File: config.mk
export PLATFORM = sky130hd
export DESIGN_NAME = pulse_train_generator_flat
export DESIGN_NICKNAME = d
export VERILOG_FILES = /design/src/rtl/pulse_train_generator_if.sv /design/src/rtl/pulse_train_generator.sv /design/src/flat_wrapper.sv
export SDC_FILE = /design/constraint.sdc
export NUM_CORES = 1
export LEC_CHECK = 0
export CAP_MARGIN = 15
export CELL_PAD_IN_SITES_DETAIL_PLACEMENT = 0
export CELL_PAD_IN_SITES_GLOBAL_PLACEMENT = 1
export CORE_ASPECT_RATIO = 1.5
export CORE_UTILIZATION = 25
export CTS_BUF_LIST = sky130_fd_sc_hd__clkbuf_2
export DETAILED_ROUTE_END_ITERATION = 8
export PLACE_DENSITY = 0.62
export SYNTH_ARGS = -nofsm -noshare
export SYNTH_HDL_FRONTEND = slang
export SYNTH_SLANG_ARGS = --single-unit
File: constraint.sdc
create_clock -name clk -period 2.8 [get_ports clk]
set_clock_uncertainty 0.1 [all_clocks]
set_input_delay 0.56 -clock clk [delete_from_list [all_inputs] [get_ports clk]]
set_output_delay 0.56 -clock clk [all_outputs]
set_load 0.005 [all_outputs]
File: src/rtl/pulse_train_generator_if.sv
// Trigger/configuration inputs and pulse-train status outputs of pulse_train_generator.
// The master drives the i_* side; the generator is the slave.
interface pulse_train_generator_if #(
  parameter int unsigned CNT_W   = 8,
  parameter int unsigned BURST_W = 4
);
  logic               i_on;
  logic               i_mode;
  logic               i_abort;
  logic [CNT_W-1:0]   i_delay;
  logic [CNT_W-1:0]   i_high;
  logic [CNT_W-1:0]   i_low;
  logic [BURST_W-1:0] i_count;
  logic               o_signal;
  logic               o_busy;
  logic               o_done;
  logic [BURST_W-1:0] o_pulses;

  modport master (
    output i_on, i_mode, i_abort, i_delay, i_high, i_low, i_count,
    input  o_signal, o_busy, o_done, o_pulses
  );

  modport slave (
    input  i_on, i_mode, i_abort, i_delay, i_high, i_low, i_count,
    output o_signal, o_busy, o_done, o_pulses
  );
endinterface

File: src/rtl/pulse_train_generator.sv
// Edge-triggered burst pulse generator: delay, then high/low pulses, counted or continuous.
// Supports retriggerable bursts, synchronous abort and asynchronous active-high reset.
module pulse_train_generator #(
  parameter int unsigned CNT_W   = 8,
  parameter int unsigned BURST_W = 4
) (
  input  logic                   clk,
  input  logic                   rst,
  pulse_train_generator_if.slave bus
);

  typedef enum logic [1:0] {S_IDLE, S_DELAY, S_HIGH, S_LOW} state_t;

  state_t             r_state;
  state_t             w_state_nxt;
  logic               r_on_q;
  logic [CNT_W-1:0]   r_high;
  logic [CNT_W-1:0]   r_low;
  logic [CNT_W-1:0]   r_cnt;
  logic [CNT_W-1:0]   w_cnt_nxt;
  logic [BURST_W-1:0] r_count;
  logic [BURST_W-1:0] r_pulses;
  logic [BURST_W-1:0] w_pulses_nxt;
  logic               r_signal;
  logic               r_busy;
  logic               r_done;
  logic               w_trig;
  logic               w_latch;
  logic               w_done_nxt;
  logic [CNT_W-1:0]   w_in_high;
  logic [CNT_W-1:0]   w_sh_high;
  logic [CNT_W-1:0]   w_sh_low;

  assign w_trig    = bus.i_on & ~r_on_q;
  assign w_in_high = (bus.i_high == '0) ? CNT_W'(1) : bus.i_high;
  assign w_sh_high = (r_high == '0) ? CNT_W'(1) : r_high;
  assign w_sh_low  = (r_low == '0) ? CNT_W'(1) : r_low;

  // Next-state logic; the DELAY counter is loaded with the raw delay and exits at zero.
  always_comb begin
    w_state_nxt  = r_state;
    w_cnt_nxt    = r_cnt;
    w_pulses_nxt = r_pulses;
    w_done_nxt   = 1'b0;
    w_latch      = 1'b0;

    case (r_state)
      S_DELAY: begin
        if (r_cnt == '0) begin
          w_state_nxt  = S_HIGH;
          w_cnt_nxt    = w_sh_high;
          w_pulses_nxt = r_pulses + BURST_W'(1);
        end else begin
          w_cnt_nxt = r_cnt - CNT_W'(1);
        end
      end
      S_HIGH: begin
        if (r_cnt > CNT_W'(1)) begin
          w_cnt_nxt = r_cnt - CNT_W'(1);
        end else if ((r_count != '0) && (r_pulses == r_count)) begin
          w_state_nxt = S_IDLE;
          w_done_nxt  = 1'b1;
        end else begin
          w_state_nxt = S_LOW;
          w_cnt_nxt   = w_sh_low;
        end
      end
      S_LOW: begin
        if (r_cnt > CNT_W'(1)) begin
          w_cnt_nxt = r_cnt - CNT_W'(1);
        end else if ((r_count == '0) && !bus.i_on) begin
          w_state_nxt = S_IDLE;
        end else begin
          w_state_nxt  = S_HIGH;
          w_cnt_nxt    = w_sh_high;
          w_pulses_nxt = r_pulses + BURST_W'(1);
        end
      end
      default: ;
    endcase

    // A completing counted burst wins over a retrigger in the same cycle.
    if (w_trig && ((r_state == S_IDLE) || (bus.i_mode && !w_done_nxt))) begin
      w_latch      = 1'b1;
      w_pulses_nxt = '0;
      if ((r_state == S_IDLE) || (bus.i_delay != '0)) begin
        w_state_nxt = S_DELAY;
        w_cnt_nxt   = bus.i_delay;
      end else begin
        w_state_nxt  = S_HIGH;
        w_cnt_nxt    = w_in_high;
        w_pulses_nxt = BURST_W'(1);
      end
    end

    if (bus.i_abort) begin
      w_state_nxt  = S_IDLE;
      w_cnt_nxt    = r_cnt;
      w_pulses_nxt = r_pulses;
      w_done_nxt   = 1'b0;
      w_latch      = 1'b0;
    end
  end

  always_ff @(posedge clk or posedge rst) begin
    if (rst) begin
      r_state <= S_IDLE;
    end else begin
      r_state <= w_state_nxt;
    end
  end

  // Counters, shadow configuration and registered outputs.
  always_ff @(posedge clk or posedge rst) begin
    if (rst) begin
      r_on_q   <= 1'b0;
      r_cnt    <= '0;
      r_pulses <= '0;
      r_high   <= '0;
      r_low    <= '0;
      r_count  <= '0;
      r_signal <= 1'b0;
      r_busy   <= 1'b0;
      r_done   <= 1'b0;
    end else begin
      r_on_q   <= bus.i_on;
      r_cnt    <= w_cnt_nxt;
      r_pulses <= w_pulses_nxt;
      r_signal <= (w_state_nxt == S_HIGH);
      r_busy   <= (w_state_nxt != S_IDLE);
      r_done   <= w_done_nxt;
      if (w_latch) begin
        r_high  <= bus.i_high;
        r_low   <= bus.i_low;
        r_count <= bus.i_count;
      end
    end
  end

  assign bus.o_signal = r_signal;
  assign bus.o_busy   = r_busy;
  assign bus.o_done   = r_done;
  assign bus.o_pulses = r_pulses;

endmodule
File: src/flat_wrapper.sv
// flat-port wrapper written by rule: the top's interface ports become plain ports
module pulse_train_generator_flat 
#(
  parameter int unsigned CNT_W   = 8,
  parameter int unsigned BURST_W = 4
)
  (clk, rst, bus_i_on, bus_i_mode, bus_i_abort, bus_i_delay, bus_i_high, bus_i_low, bus_i_count, bus_o_signal, bus_o_busy, bus_o_done, bus_o_pulses);
  pulse_train_generator_if #(.CNT_W(CNT_W), .BURST_W(BURST_W)) bus_i ();
  input  logic clk;
  input  logic rst;
  input wire logic [$bits(bus_i.i_on)-1:0] bus_i_on;
  input wire logic [$bits(bus_i.i_mode)-1:0] bus_i_mode;
  input wire logic [$bits(bus_i.i_abort)-1:0] bus_i_abort;
  input wire logic [$bits(bus_i.i_delay)-1:0] bus_i_delay;
  input wire logic [$bits(bus_i.i_high)-1:0] bus_i_high;
  input wire logic [$bits(bus_i.i_low)-1:0] bus_i_low;
  input wire logic [$bits(bus_i.i_count)-1:0] bus_i_count;
  output wire logic [$bits(bus_i.o_signal)-1:0] bus_o_signal;
  output wire logic [$bits(bus_i.o_busy)-1:0] bus_o_busy;
  output wire logic [$bits(bus_i.o_done)-1:0] bus_o_done;
  output wire logic [$bits(bus_i.o_pulses)-1:0] bus_o_pulses;
  assign bus_i.i_on = bus_i_on;
  assign bus_i.i_mode = bus_i_mode;
  assign bus_i.i_abort = bus_i_abort;
  assign bus_i.i_delay = bus_i_delay;
  assign bus_i.i_high = bus_i_high;
  assign bus_i.i_low = bus_i_low;
  assign bus_i.i_count = bus_i_count;
  assign bus_o_signal = bus_i.o_signal;
  assign bus_o_busy = bus_i.o_busy;
  assign bus_o_done = bus_i.o_done;
  assign bus_o_pulses = bus_i.o_pulses;
  pulse_train_generator #(.CNT_W(CNT_W), .BURST_W(BURST_W)) u_core (.clk(clk), .rst(rst), .bus(bus_i));
endmodule
# Yosys cells after proc, flatten, opt, wreduce, memory -nomap -nowiden
# Index checks and enable logic that the tools add are counted.
[totals] word_cells=79 output_inout_bits=7 input_bits=33 register_bits=38
[classes] n_addsub=2 n_reduce_logical=21 n_mux=32 bitwise_logic=3 magnitude_cmp=1 n_eq_ne=10
[op_table] op="8-bit 2-to-1 mux" n=10
[op_table] op="8-bit logical NOT" n=4
[op_table] op="8-bit case mux with 3 select lines" n=1
[op_table] op="2-bit 2-to-1 mux" n=8
[op_table] op="4-bit 2-to-1 mux" n=4
[op_table] op="8-bit by 1-bit greater-than comparator with 1-bit output (second input constant)" n=1
[op_table] op="4-bit by 3-bit != test with 1-bit output (second input constant)" n=2
[op_table] op="4-bit case mux with 2 select lines" n=1
[op_table] op="4-bit nonzero test" n=2
[op_table] op="8-bit nonzero test" n=1
[op_table] op="8-bit by 1-bit subtractor with 8-bit output (second input constant)" n=1
[op_table] op="1-bit 2-to-1 mux" n=7
[op_table] op="2-bit equality test (second input constant)" n=3
[op_table] op="3-bit != test (second input constant)" n=2
[op_table] op="2-bit case mux with 3 select lines" n=1
[op_table] op="5-bit AND reduction" n=1
[op_table] op="4-bit by 1-bit adder with 4-bit output (second input constant)" n=1
[op_table] op="4-bit equality test" n=1
[op_table] op="1-bit logical AND" n=4
[op_table] op="4-bit logical NOT" n=1
[op_table] op="4-bit AND reduction" n=1
[op_table] op="3-bit by 1-bit != test with 1-bit output (second input constant)" n=1
[op_table] op="3-bit nonzero test" n=1
[op_table] op="2-bit by 1-bit equality test with 1-bit output (second input constant)" n=1
[op_table] op="6 further kinds" n=9

# Longest topological paths before layout
# Gate-level depths: netlist (run 1).
[logic_depth] depth_word=12 mapped_depth=9 depth_no_buf=8

# Least setup slack after synthesis (run 1)
# OpenSTA, ideal clock, no wires.
[synth_path] path_kind="reg2reg" from="reg u_core.r_cnt[0]" to="reg u_core.r_high[3]" path_stages_with_launch=9 setup_slack_ns=0.472 setup_ns=0.125 required_time_ns=2.575 n_path_buf=1 arrival_ns=2.103 period_less_slack_ns=2.328 cell_sequence="dfrtp_1 inv_1 ha_1 nor2_1 nor4_4 a31o_4 nor2_8 buf_6 mux2_4"
[synth_between] elab_chain_len=9
[synth_lines] item="start: declaration" line_no="pulse_train_generator.sv:19" rtl="logic [CNT_W-1:0] r_cnt;"
[synth_lines] item="start signal: assignment" line_no="pulse_train_generator.sv:127" rtl="r_cnt <= w_cnt_nxt;"
[synth_lines] item="8-bit by 1-bit greater-than comparator with 1-bit output" line_no="pulse_train_generator.sv:58" rtl="if (r_cnt > CNT_W'(1)) begin"
[synth_lines] item="1-bit 2-to-1 mux" line_no="pulse_train_generator.sv:58"
[synth_lines] item="1-bit 2-to-1 mux" line_no="pulse_train_generator.sv:47" rtl="case (r_state)"
[synth_lines] item="1-bit logical NOT" line_no="pulse_train_generator.sv:83" rtl="if (w_trig && ((r_state == S_IDLE) || (bus.i_mode && !w_done_nxt))) begin"
[synth_lines] item="1-bit logical AND" line_no="pulse_train_generator.sv:83"
[synth_lines] item="1-bit logical OR" line_no="pulse_train_generator.sv:83"
[synth_lines] item="1-bit logical AND" line_no="pulse_train_generator.sv:83"
[synth_lines] item="1-bit 2-to-1 mux" line_no="pulse_train_generator.sv:83"
[synth_lines] item="1-bit 2-to-1 mux" line_no="pulse_train_generator.sv:96" rtl="if (bus.i_abort) begin"
[synth_lines] item="end signal: assignment" line_no="pulse_train_generator.sv:133" rtl="r_high <= bus.i_high;"
[synth_lines] item="end: declaration" line_no="pulse_train_generator.sv:17" rtl="logic [CNT_W-1:0] r_high;"
# No other way between the ends.
# A chain may end at the register's enable or synchronous reset.

# Final worst setup path (run 1)
[layout_path] from="reg u_core.r_cnt[1]" to="reg u_core.r_low[5]"
[layout_between] elab_chain_len=9
[layout_lines] item="8-bit by 1-bit greater-than comparator with 1-bit output" line_no="pulse_train_generator.sv:58"
[layout_lines] item="1-bit 2-to-1 mux" line_no="pulse_train_generator.sv:58"
[layout_lines] item="1-bit 2-to-1 mux" line_no="pulse_train_generator.sv:47"
[layout_lines] item="1-bit logical NOT" line_no="pulse_train_generator.sv:83"
[layout_lines] item="1-bit logical AND" line_no="pulse_train_generator.sv:83"
[layout_lines] item="1-bit logical OR" line_no="pulse_train_generator.sv:83"
[layout_lines] item="1-bit logical AND" line_no="pulse_train_generator.sv:83"
[layout_lines] item="1-bit 2-to-1 mux" line_no="pulse_train_generator.sv:83"
[layout_lines] item="1-bit 2-to-1 mux" line_no="pulse_train_generator.sv:96"
[layout_lines] item="end signal: assignment" line_no="pulse_train_generator.sv:134" rtl="r_low <= bus.i_low;"
[layout_lines] item="end: declaration" line_no="pulse_train_generator.sv:18" rtl="logic [CNT_W-1:0] r_low;"
# No other way between the ends.

==> results of run 1 <==
-- routing by layer --
layer,GRT usage,vias up,wire [µm]
li1,-,946,-
met2,0.2691,39,3651
met4,0.08114,0,244
met5,0,-,0
met1,0.1566,949,2546
met3,0.01573,12,146
-- layout make-up --
class / instances / area share
clock buffers: 5 / 0.008147
well taps: 112 / 0.04562
multi-input cells: 171 / 0.4358
repair buffers: 56 / 0.1727
inverters: 4 / 0.004888
diodes: 1 / 0.0008147
clock inverters: 3 / 0.02240
flip-flops and latches: 38 / 0.3096
-- cells in the final DEF, fill, tap and decap left out, types with 5 or more instances in the layout --
cell type        count
buf_4               16
a31oi_1              8
clkdlybuf4s50_1     39
dfrtp_1             38
nand2_1              5
nand3_1              7
clkbuf_2             5
a21oi_1             18
nor2_1              25
xnor2_1              6
a211oi_1             9
mux2_4              17
nor3_1               7
o21ai_0              5
-- per-stage QoR --
stage	cell area, µm²	util
after detailed placement	2965	0.3204
after global routing	3072	0.3319
final	3072	0.3319
after CTS	3059	0.3306
after floorplan	2396	-
after global placement	2965	0.3204
-- worst paths after layout --
check,startpoint,to,cells past startpoint,slack [ns]
min in group clk,u_core.r_low[0],u_core.r_low[0],1,0.46
worst max-delay path,u_core.r_cnt[1],u_core.r_low[5],8,0.26
worst min-delay path,rst,u_core.r_cnt[1],3,0.39
worst min register to register,u_core.r_low[0],u_core.r_low[0],1,0.46
worst max register to register,u_core.r_cnt[1],u_core.r_low[5],8,0.26
max in group asynchronous,rst,u_core.r_low[3],3,1.83
-- flip-flops by register name, indices dropped and copies added (netlist names) --
register and count:
u_core.r_low 8, u_core.bus.o_done 1, u_core.r_cnt 8, u_core.r_count 4
u_core.r_on_q 1, u_core.bus.o_pulses 4, u_core.r_high 8, u_core.r_state 2
u_core.bus.o_busy 1, u_core.bus.o_signal 1
-- logic make-up after synthesis --
kind of cell,synth area share
adders and majority gates,0.02089
DFF,0.3969
muxes,0.1206
xor gates and xnor gates,0.03655
and+or+nand+nor,0.1843
buffers and inverters,0.04542
AOI/OAI and AO/OA,0.1953
-- what timing repair did --
action / in CTS / in global routing
endpoints found under the setup margin: 0 / 8
setup buffers: 0 / 1
hold buffers: 0 / 0
gates resized for setup: 0 / 1
-- power groups by stage --
stage	clock network (µW)	logic (µW)	registers (µW)
floorplan	0	372	743
global placement	0	540	767
detailed placement	0	542	766
CTS	468	545	756
global route	484	596	770
finish	455	547	757
-- worst max-delay path: stages (launching register included) --
cell	delay, ns
dfrtp_1	0.50
inv_1	0.11
ha_1	0.26
nor2_2	0.33
nor4_4	0.12
a31o_4	0.27
nor2_8	0.16
buf_12	0.20
mux2_2	0.35
==> results.txt, run 1 <==
----------------------------------------------------
[Run status]
  Result of the run ... finished, final reports clean

[Setup path]
  Type of the worst setup path ... register to register
  Crit start category ... register
  Required time of the critical path ... slightly above 3 ns
  Critical Path Fanout Max ... 19
  Arrival time of the worst setup path ... approximately 2.8 ns
  Kind of capture point of the worst setup path ... register

[STA]
  Number of hold violations in the final report ... 0
  Setup repair after global routing missed its margin ... no
  Final Critical Period ... ~2.5 ns
  Fmax ... 393.2 MHz
  Remaining max-slew budget at the tightest pin ... 0.6606
  Number of pins exceeding their max-slew limit in the final report ... 0
  Final Cycle Share ... 0.9082
  Transition time of the tightest slew-check pin ... 0.5091 ns
  Summed negative setup slack over all endpoints ... 0 ns
  Fin worst setup slack ... 0.2569 ns
  Final number of setup-violating endpoints ... 0
  Worst Hold Slack ... 0.3886 ns

[Power and ir drop]
  Total design power ... roughly 1800 µW
  Proportion of power drawn by the clock network ... 0.259
  Power dissipated by switching net loads ... approximately 580 µW
  Part of the total power dissipated in sequential elements ... 0.430
  Leakage power total ... 0.001190 µW
  Net switching share of the total power ... 0.3289
  Max rail drop VDD ... approximately 0.00040 V
  Internal power ... roughly 1200 µW
  Combinational share of power ... 0.311
  P per Cell Area ... 572.7 nW/µm²

[Detailed routing]
  Routed Antenna Nets ... 0
  Initial drt markers ... 86
  TritonRoute pass-1 iters ... 4
  Detailed-route DRC error count ... 0
  Via count normalized by instance count ... 4.990
  Average wire per standard cell ... around 17 µm
  Overall routed net length ... about 6600 µm
  DR vias ... a little under 2000

[Final layout]
  Sequential cell area ... approximately 950 µm²
  Filler Cell Count ... roughly 1000
  Number of standard cells in the final layout excluding fillers ... slightly below 400
  Proportion of layout cells with a drive suffix above 1 ... 0.2238
  Final net count ... 313
  Layout-stage area growth over the synthesis result ... 28.20%
  Area of combinational cells with multiple inputs ... about 1300 µm²

[GRT]
  Antenna violations before repair ... 1
  Vias in the first global route ... around 2000
  Total global-route track usage ... 0.1463
  Wire length of the first global-routing pass ... around 11000 µm
  GRT Residual Overflow ... 0
  Maximum number of pins on one net before global-route repair ... 39

[Synthesis]
  Part of the Yosys area used for sequential elements ... 0.3969
  Ranking of synthesized cells by instance count ... dfrtp_1, nor2_1, a21oi_1, mux2_4, a211oi_1
  Post-synth top area cell ... dfrtp_1
  Async set-reset flop share out of synthesis ... 1.000
  Unique cell type count in the Yosys netlist ... 49
  Mean instance size in the synthesized netlist ... 10.70 µm²
  Total nets after synthesis ... approximately 260
  Flip-flop and latch count after synthesis ... 38
  Most used flip-flop cell after synthesis ... dfrtp_1
  Top cells by area in the synthesized netlist ... dfrtp_1, mux2_4, nor2_1
  Gate count of the mapped netlist ... around 220
  Total number of yosys warnings ... 0
  Count of flip-flops with a built-in enable after synthesis ... 0
  Syn Std Cell Area ... 2396 µm²
  Leading cell type by number of instances after synthesis ... dfrtp_1
  Area share of the largest cell type after synthesis ... 0.3969

[CTS]
  Clock root buffer master ... clkbuf_2
  Count of clock tree sinks ... 38
  TritonCTS clock tree ... built
  Clock buffer count from CTS ... 5
  Deepest level of the CTS H-tree ... 2
  Later-pin clock latency in the skew report ... between 0.4 and 0.5 ns
  CTS max path bufs ... 2
  Clock input transition at the sequential cells of the worst setup and hold paths ... roughly 0.25 ns

[Floorplanning]
  Initial standard-cell utilization of the core ... 0.2589
  Die Wd ... between 80 and 90 µm
  Vertical die dimension ... 121.9 µm
  Boundary pin count ... 40
  Row count ... 43
  Core area ... slightly above 9000 µm²
  Overall die area ... between 9000 and 10000 µm²

[Placed design]
  Global placement routability congestion ... 0.8555
  Worst-case setup slack after placement ... 0.1698 ns
  Post-detail-place hpwl ... 5100 µm
  Port buffer count ... 39
  Placed insts ... 380

[Flow run]
  Number of maximum-capacitance constraint violations ... 0

[Hold path]
  Class of the tightest hold or removal check ... primary input to async pin

----------------------------------------------------
Power figures use the tool's default switching activity.
==> run 2: changes to the inputs <==
REMOVE_ABC_BUFFERS = 1   (was not set)
==> run 2 against run 1 <==
  * Worst setup slack gained 0.064 ns
  * Sequential power is 1% higher
  * Largest power group unchanged
  * Clock-buffer cell count is the same
  * First-iteration DRC count up 7.0%
  * Sequential share of layout area rose by 0.83 points
  * Global-route usage barely moved
  * Cell area is 2.6% lower
  * Total power is 14% lower
  * Cell count is 1.0% lower
  * Non-clock buffer count shrank 2
==> results.txt, run 2 (same netlist as run 1, synthesis figures left out) <==
----------------------------------------------------
[STA]
  Final Cycle Share ... 0.8855 (-0.02269)
  Fin worst setup slack ... 0.3205 ns (+0.06354 ns)
  Remaining max-slew budget at the tightest pin ... 0.6652 (+0.004561)
  Summed negative setup slack over all endpoints ... 0 ns (unchanged)
  Final Critical Period ... 2.480 ns (-0.06354 ns)
  Transition time of the tightest slew-check pin ... 0.5023 ns (-0.006841 ns)
  Number of pins exceeding their max-slew limit in the final report ... 0 (unchanged)
  Number of hold violations in the final report ... 0 (unchanged)
  Fmax ... 403.3 MHz (+2.6%)
  Setup repair after global routing missed its margin ... no
  Final number of setup-violating endpoints ... 0 (unchanged)

[Power and ir drop]
  P per Cell Area ... 507.6 nW/µm² (-11%)
  Max rail drop VDD ... 0.0001896 V (-52%)
  Leakage power total ... 0.001149 µW (-3.4%)
  Total design power ... 1519 µW (-14%)

[Run status]
  Result of the run ... finished, final reports clean

[CTS]
  Deepest level of the CTS H-tree ... 2 (unchanged)
  Clock root buffer master ... clkbuf_2
  Clock input transition at the sequential cells of the worst setup and hold paths ... 0.20 ns (-0.05 ns)
  TritonCTS clock tree ... built
  Count of clock tree sinks ... 38 (unchanged)
  CTS max path bufs ... 2 (unchanged)
  Later-pin clock latency in the skew report ... 0.42 ns (-0.03 ns)
  Total of hold buffers inserted after clock tree synthesis ... 0 (unchanged)
  Number of buffers inserted by post-CTS setup repair ... 0 (unchanged)
  CTS-repair resized insts ... 0 (unchanged)
  Clock buffer count from CTS ... 5 (unchanged)

[Setup path]
  Kind of capture point of the worst setup path ... register
  Critical Path Fanout Max ... 14 (-5)
  Register-to-Register Setup Slack ... 0.32 ns (+0.06 ns)
  Critical Path Slowest Stage Cell ... dfrtp_1
  Crit start category ... register
  Type of the worst setup path ... register to register
  Crit path buffers/inverters ... 2 (unchanged)
  Arrival time of the worst setup path ... 2.70 ns (-0.08 ns)
  Cell Chain, Critical Path ... inv_1 > ha_1 > nor2_2 > nor4_4 > a31o_4 > buf_4 > nor2_1 > a31oi_1 > o22a_1
  Cell family with the largest share of critical-path delay ... simple AND/OR/NAND/NOR gates
  Crit-path max cell delay ... 0.48 ns (-0.02 ns)
  Required time of the critical path ... 3.02 ns (about the same)

[Floorplanning]
  Boundary pin count ... 40 (unchanged)
  Core area ... 9254 µm² (unchanged)
  Vertical die dimension ... 121.9 µm (unchanged)
  Initial standard-cell utilization of the core ... 0.2589 (unchanged)
  Row count ... 43 (unchanged)
  Die Wd ... 81.94 µm (unchanged)
  Overall die area ... 9988 µm² (unchanged)

[Final layout]
  Sequential cell area ... 950.9 µm² (unchanged)
  Final net count ... 311 (-0.64%)
  Area of combinational cells with multiple inputs ... 1339 µm² (unchanged)
  Commonest non-fill, non-tap cell in the layout ... clkdlybuf4s50_1
  Commonest cells after routing, fill and taps aside ... clkdlybuf4s50_1, dfrtp_1, nor2_1
  Layout-stage area growth over the synthesis result ... 24.86%
  Proportion of layout cells with a drive suffix above 1 ... 0.2088 (-0.01504)
  Finished Cell Area ... 2992 µm² (-2.6%)
  Number of standard cells in the final layout excluding fillers ... 386 (-1.0%)
  Largest registers ranked by flip-flop count ... u_core.r_cnt: 8 flops, u_core.r_high: 8 flops, u_core.r_low: 8 flops
  Filler Cell Count ... 987 (-0.90%)

[Detailed routing]
  TritonRoute pass-1 iters ... 4 (unchanged)
  Initial drt markers ... 92 (+7.0%)
  Average wire per standard cell ... 16.60 µm (-1.8%)
  Detailed-route DRC error count ... 0 (unchanged)
  Overall routed net length ... 6406 µm (-2.8%)
  Routed Antenna Nets ... 0 (unchanged)
  DR vias ... 1936 (-0.51%)
  Via count normalized by instance count ... 5.016 (+0.52%)

[Placed design]
  Port buffer count ... 39 (unchanged)
  Total placed instance area ... 2958 µm² (-0.25%)
  Worst-case setup slack after placement ... 0.1617 ns (-0.008026 ns)
  Placed insts ... 379 (-0.26%)
  Post-detail-place hpwl ... 5020 µm (-1.6%)
  Global placement routability congestion ... 0.8100 (-5.3%)

[Hold path]
  Class of the tightest hold or removal check ... primary input to async pin

[GRT]
  Maximum number of pins on one net before global-route repair ... 39 (unchanged)
  GRT Max-Usage Layer ... met2
  Vias in the first global route ... 2006 (-2.0%)
  GRT Residual Overflow ... 0 (unchanged)
  GR Layer Usage met2 ... 0.2531 (-0.01601)
  Antenna violations before repair ... 1 (unchanged)
  Total global-route track usage ... 0.1458 (-0.0004390)
  GRT met3 Usage ... 0.01873 (+0.002996)
  Wire length of the first global-routing pass ... 10710 µm (+1.0%)
  Global routing usage on met1 ... 0.1646 (+0.008025)

[Flow run]
  Number of maximum-capacitance constraint violations ... 0 (unchanged)

----------------------------------------------------
run 2: cell count changes in the layout (fill, tap and decap cells not counted):
| cell | delta |
|---|---|
| buf_4 | -2 |
| bufinv_16 | -2 |
| clkinv_1 | +1 |
| clkinv_4 | -1 |
run 2: power by group:
group	internal, µW	total, µW	switching [µW]
logic	274	518	243
registers	650	767	117
clock network	49.5	233	184
total	974	1520	545
run 2: worst paths after layout:
check                                     start                     end  cells after the start
worst max-delay path            u_core.r_cnt[1]  u_core.bus.o_pulses[0]                      9
worst min-delay path                        rst         u_core.r_low[3]                      3
worst max register to register  u_core.r_cnt[1]  u_core.bus.o_pulses[0]                      9
worst min register to register  u_core.r_low[0]         u_core.r_low[0]                      1
max in group asynchronous                   rst       u_core.bus.o_done                      3
min in group clk                u_core.r_low[0]         u_core.r_low[0]                      1
run 2: cell type report:
class,count,share of cell area
Multi-Input combinational cell,171,0.4475
Sequential cell,38,0.3179
Timing Repair Buffer,54,0.1723
Tap cell,112,0.04684
Clock buffer,5,0.008365
Inverter,4,0.005019
Clock inverter,1,0.001255
Antenna cell,1,0.0008365
run 2: per-stage QoR:
step                      hold slack (ns)  utilization
after floorplan                    0.3827            -
after global placement             0.4007       0.3196
after detailed placement           0.3958       0.3196
after CTS                          0.4284       0.3227
after global routing               0.4639       0.3233
final                              0.4217       0.3233
run 2: worst register-to-register path, cell delays in order, from the launching register on:
cell and delay [ns]:
dfrtp_1 0.48, inv_1 0.10, ha_1 0.25, nor2_2 0.33, nor4_4 0.11, a31o_4 0.27, buf_4 0.19, nor2_1 0.27
a31oi_1 0.09, o22a_1 0.19
run 2: per-layer routing:
layer  vias to the layer above  wire (µm)
met1                       956       2520
li1                        932          -
met4                         0        300
met2                        36       3448
met3                        12        137
met5                         -          0
==> run 3: changes to the inputs <==
GPL_ROUTABILITY_DRIVEN = 1   (was not set)
PLACE_DENSITY = 0.5   (was 0.62)
==> run 3 against run 2 <==
  * Clock power is 56% higher
  * Non-clock buffer count stayed put
  * Sequential power down 1%
  * Flip-flop and latch count did not move
  * Critical endpoint is now u_core.r_cnt[1]
==> results.txt, run 3 (same netlist as run 1, synthesis figures left out) <==
----------------------------------------------------
[Run status]
  Result of the run ... finished, final reports clean

[Setup path]
  Worst setup path end ... u_core.r_cnt[1]
  Worst reg2reg endpoint ... u_core.r_cnt[1]
  Startpoint of the worst register-to-register path ... u_core.r_cnt[0]
  Kind of capture point of the worst setup path ... register
  Type of the worst setup path ... register to register
  Critical Path Fanout Max ... 11 (-3)
  Cell family with the largest share of critical-path delay ... compound AO/OA/AOI/OAI gates
  Register-to-Register Setup Slack ... 0.28 ns (-0.04 ns)
  Cell Chain, Critical Path ... buf_4 > ha_1 > nor2_1 > nor4_4 > a31o_4 > buf_4 > a211oi_1 > a31oi_1 > o22a_1
  Stages on the worst setup path ... 9 (unchanged)
  Critical Path Slowest Stage Cell ... nor2_1
  Critical Path Source ... u_core.r_cnt[0]
  Crit path buffers/inverters ... 2 (unchanged)
  Number of cells on the worst reg-to-reg path ... 9 (unchanged)
  Cell occurring most often along the worst timing path ... buf_4
  Crit start category ... register
  Required time of the critical path ... 3.05 ns (+0.03 ns)
  Crit-path max cell delay ... 0.46 ns (-0.02 ns)
  Arrival time of the worst setup path ... 2.77 ns (+0.07 ns)

[Flow run]
  Number of maximum-capacitance constraint violations ... 0 (unchanged)

[Floorplanning]
  Die Wd ... 81.94 µm (unchanged)
  Overall die area ... 9988 µm² (unchanged)
  Vertical die dimension ... 121.9 µm (unchanged)
  Boundary pin count ... 40 (unchanged)
  Initial standard-cell utilization of the core ... 0.2589 (unchanged)
  Row count ... 43 (unchanged)
  Core area ... 9254 µm² (unchanged)

[CTS]
  Deepest level of the CTS H-tree ... 2 (unchanged)
  CTS-repair resized insts ... 0 (unchanged)
  TritonCTS clock tree ... built
  Clock root buffer master ... clkbuf_2
  CTS max path bufs ... 2 (unchanged)
  Count of clock tree sinks ... 38 (unchanged)
  Clock input transition at the sequential cells of the worst setup and hold paths ... 0.22 ns (+0.02 ns)
  Later-pin clock latency in the skew report ... 0.42 ns (about the same)
  Total of hold buffers inserted after clock tree synthesis ... 0 (unchanged)
  Clock buffer count from CTS ... 5 (unchanged)
  Number of buffers inserted by post-CTS setup repair ... 0 (unchanged)

[STA]
  Final Cycle Share ... 0.8992 (+0.01362)
  Remaining max-slew budget at the tightest pin ... 0.6018 (-0.06336)
  Fmax ... 397.2 MHz (-1.5%)
  Transition time of the tightest slew-check pin ... 0.5951 ns (+0.09285 ns)
  Fin worst setup slack ... 0.2824 ns (-0.03812 ns)
  Setup repair after global routing missed its margin ... no
  Number of hold violations in the final report ... 0 (unchanged)
  Summed negative setup slack over all endpoints ... 0 ns (unchanged)
  Final Critical Period ... 2.518 ns (+0.03812 ns)
  Final number of setup-violating endpoints ... 0 (unchanged)
  Number of pins exceeding their max-slew limit in the final report ... 0 (unchanged)

[Placed design]
  Port buffer count ... 39 (unchanged)
  Post-detail-place hpwl ... 5183 µm (+3.3%)
  Worst-case setup slack after placement ... 0.1670 ns (+0.005296 ns)
  Global placement routability congestion ... 0.7766 (-4.1%)
  Placed insts ... 379 (unchanged)

[Final layout]
  Filler Cell Count ... 986 (-0.10%)
  Number of standard cells in the final layout excluding fillers ... 388 (+0.52%)
  Layout-stage area growth over the synthesis result ... 27.52%
  Commonest non-fill, non-tap cell in the layout ... clkdlybuf4s50_1
  Largest registers ranked by flip-flop count ... u_core.r_cnt: 8 flops, u_core.r_high: 8 flops, u_core.r_low: 8 flops
  Commonest cells after routing, fill and taps aside ... clkdlybuf4s50_1, dfrtp_1, nor2_1
  Util after Layout ... 0.3302 (+0.006895)
  Final net count ... 311 (unchanged)
  Proportion of layout cells with a drive suffix above 1 ... 0.2145 (+0.005754)

[Power and ir drop]
  Combinational share of power ... 0.325 (-0.016)
  Net switching share of the total power ... 0.3480 (-0.01068)
  Part of the total power dissipated in sequential elements ... 0.456 (-0.049)
  Proportion of power drawn by the clock network ... 0.218 (+0.064)
  P per Cell Area ... 543.9 nW/µm² (+7.1%)
  Power dissipated by switching net loads ... 578.2 µW (+6.2%)
  Max rail drop VDD ... 0.0002967 V (+56%)
  Internal power ... 1084 µW (+11%)
  Leakage power total ... 0.001166 µW (+1.5%)

[Detailed routing]
  Initial drt markers ... 170 (+85%)
  Detailed-route DRC error count ... 0 (unchanged)
  DR vias ... 1947 (+0.57%)
  TritonRoute pass-1 iters ... 4 (unchanged)
  Routed Antenna Nets ... 0 (unchanged)
  Overall routed net length ... 6782 µm (+5.9%)
  Average wire per standard cell ... 17.48 µm (+5.3%)
  Via count normalized by instance count ... 5.018 (about the same)

[GRT]
  GRT Residual Overflow ... 0 (unchanged)
  Wire length of the first global-routing pass ... 10840 µm (+1.2%)
  Antenna violations before repair ... 0 (-1)
  Vias in the first global route ... 1960 (-2.3%)
  Total global-route track usage ... 0.1499 (+0.004061)
  Maximum number of pins on one net before global-route repair ... 39 (unchanged)

[Hold path]
  Class of the tightest hold or removal check ... primary input to async pin

----------------------------------------------------
run 3: cell types whose count changed in the layout (fill, tap and decap cells not counted), sizes merged:
cell,delta
clkinvlp,+2
bufinv,+1
clkinv,-1
run 3: through the flow:
stage / total power [µW] / instance area, µm² / hold WS, ns
after global placement: 1320 / 2983 / 0.4059
after detailed placement: 1311 / 2983 / 0.4000
final: 1662 / 3055 / 0.4292
after global routing: 1777 / 3053 / 0.4069
after floorplan: 1099 / 2302 / 0.3827
after CTS: 1687 / 3053 / 0.4230
run 3: power by group through the flow:
stage	Combinational, µW	Clock [µW]	Sequential, µW
detailed placement	542	0	769
finish	540	363	758
global placement	552	0	768
floorplan	356	0	743
CTS	546	382	758
global route	591	412	773
run 3: worst min-delay path by stage:
stage	endpoint	cells past startpoint	from	slack, ns
floorplan	u_core.r_low[0]	1	u_core.r_low[0]	0.38
global placement	u_core.r_low[0]	1	u_core.r_low[0]	0.41
detailed placement	u_core.r_high[0]	1	u_core.r_high[0]	0.40
CTS	u_core.r_low[3]	3	rst	0.42
global route	u_core.r_low[3]	3	rst	0.41
finish	u_core.r_low[3]	3	rst	0.43
run 3: metal layers:
| layer | part of all wire | GRT usage | vias to the layer above |
|---|---|---|---|
| met5 | 0 | 0 | - |
| met4 | 0.028 | 0.05592 | 0 |
| met3 | 0.034 | 0.02697 | 15 |
| met2 | 0.50 | 0.2454 | 60 |
| met1 | 0.44 | 0.1928 | 937 |
| li1 | - | - | 935 |
run 3: tightest hold or removal path: cells and delay by family:
family                 cells  cell delay (ns)
buffers and inverters      3             0.89
run 3: layout make-up:
| class | instances | area, µm² | area share |
|---|---|---|---|
| sequential | 38 | 950.9 | 0.3112 |
| tap | 112 | 140.1 | 0.04586 |
| multi-input combinational | 171 | 1336 | 0.4373 |
| clock inverter | 3 | 45.04 | 0.01474 |
| inverter | 4 | 15.01 | 0.004914 |
| timing repair buffer | 54 | 540.5 | 0.1769 |
| antenna | 1 | 2.502 | 0.0008190 |
| clock buffer | 5 | 25.02 | 0.008190 |
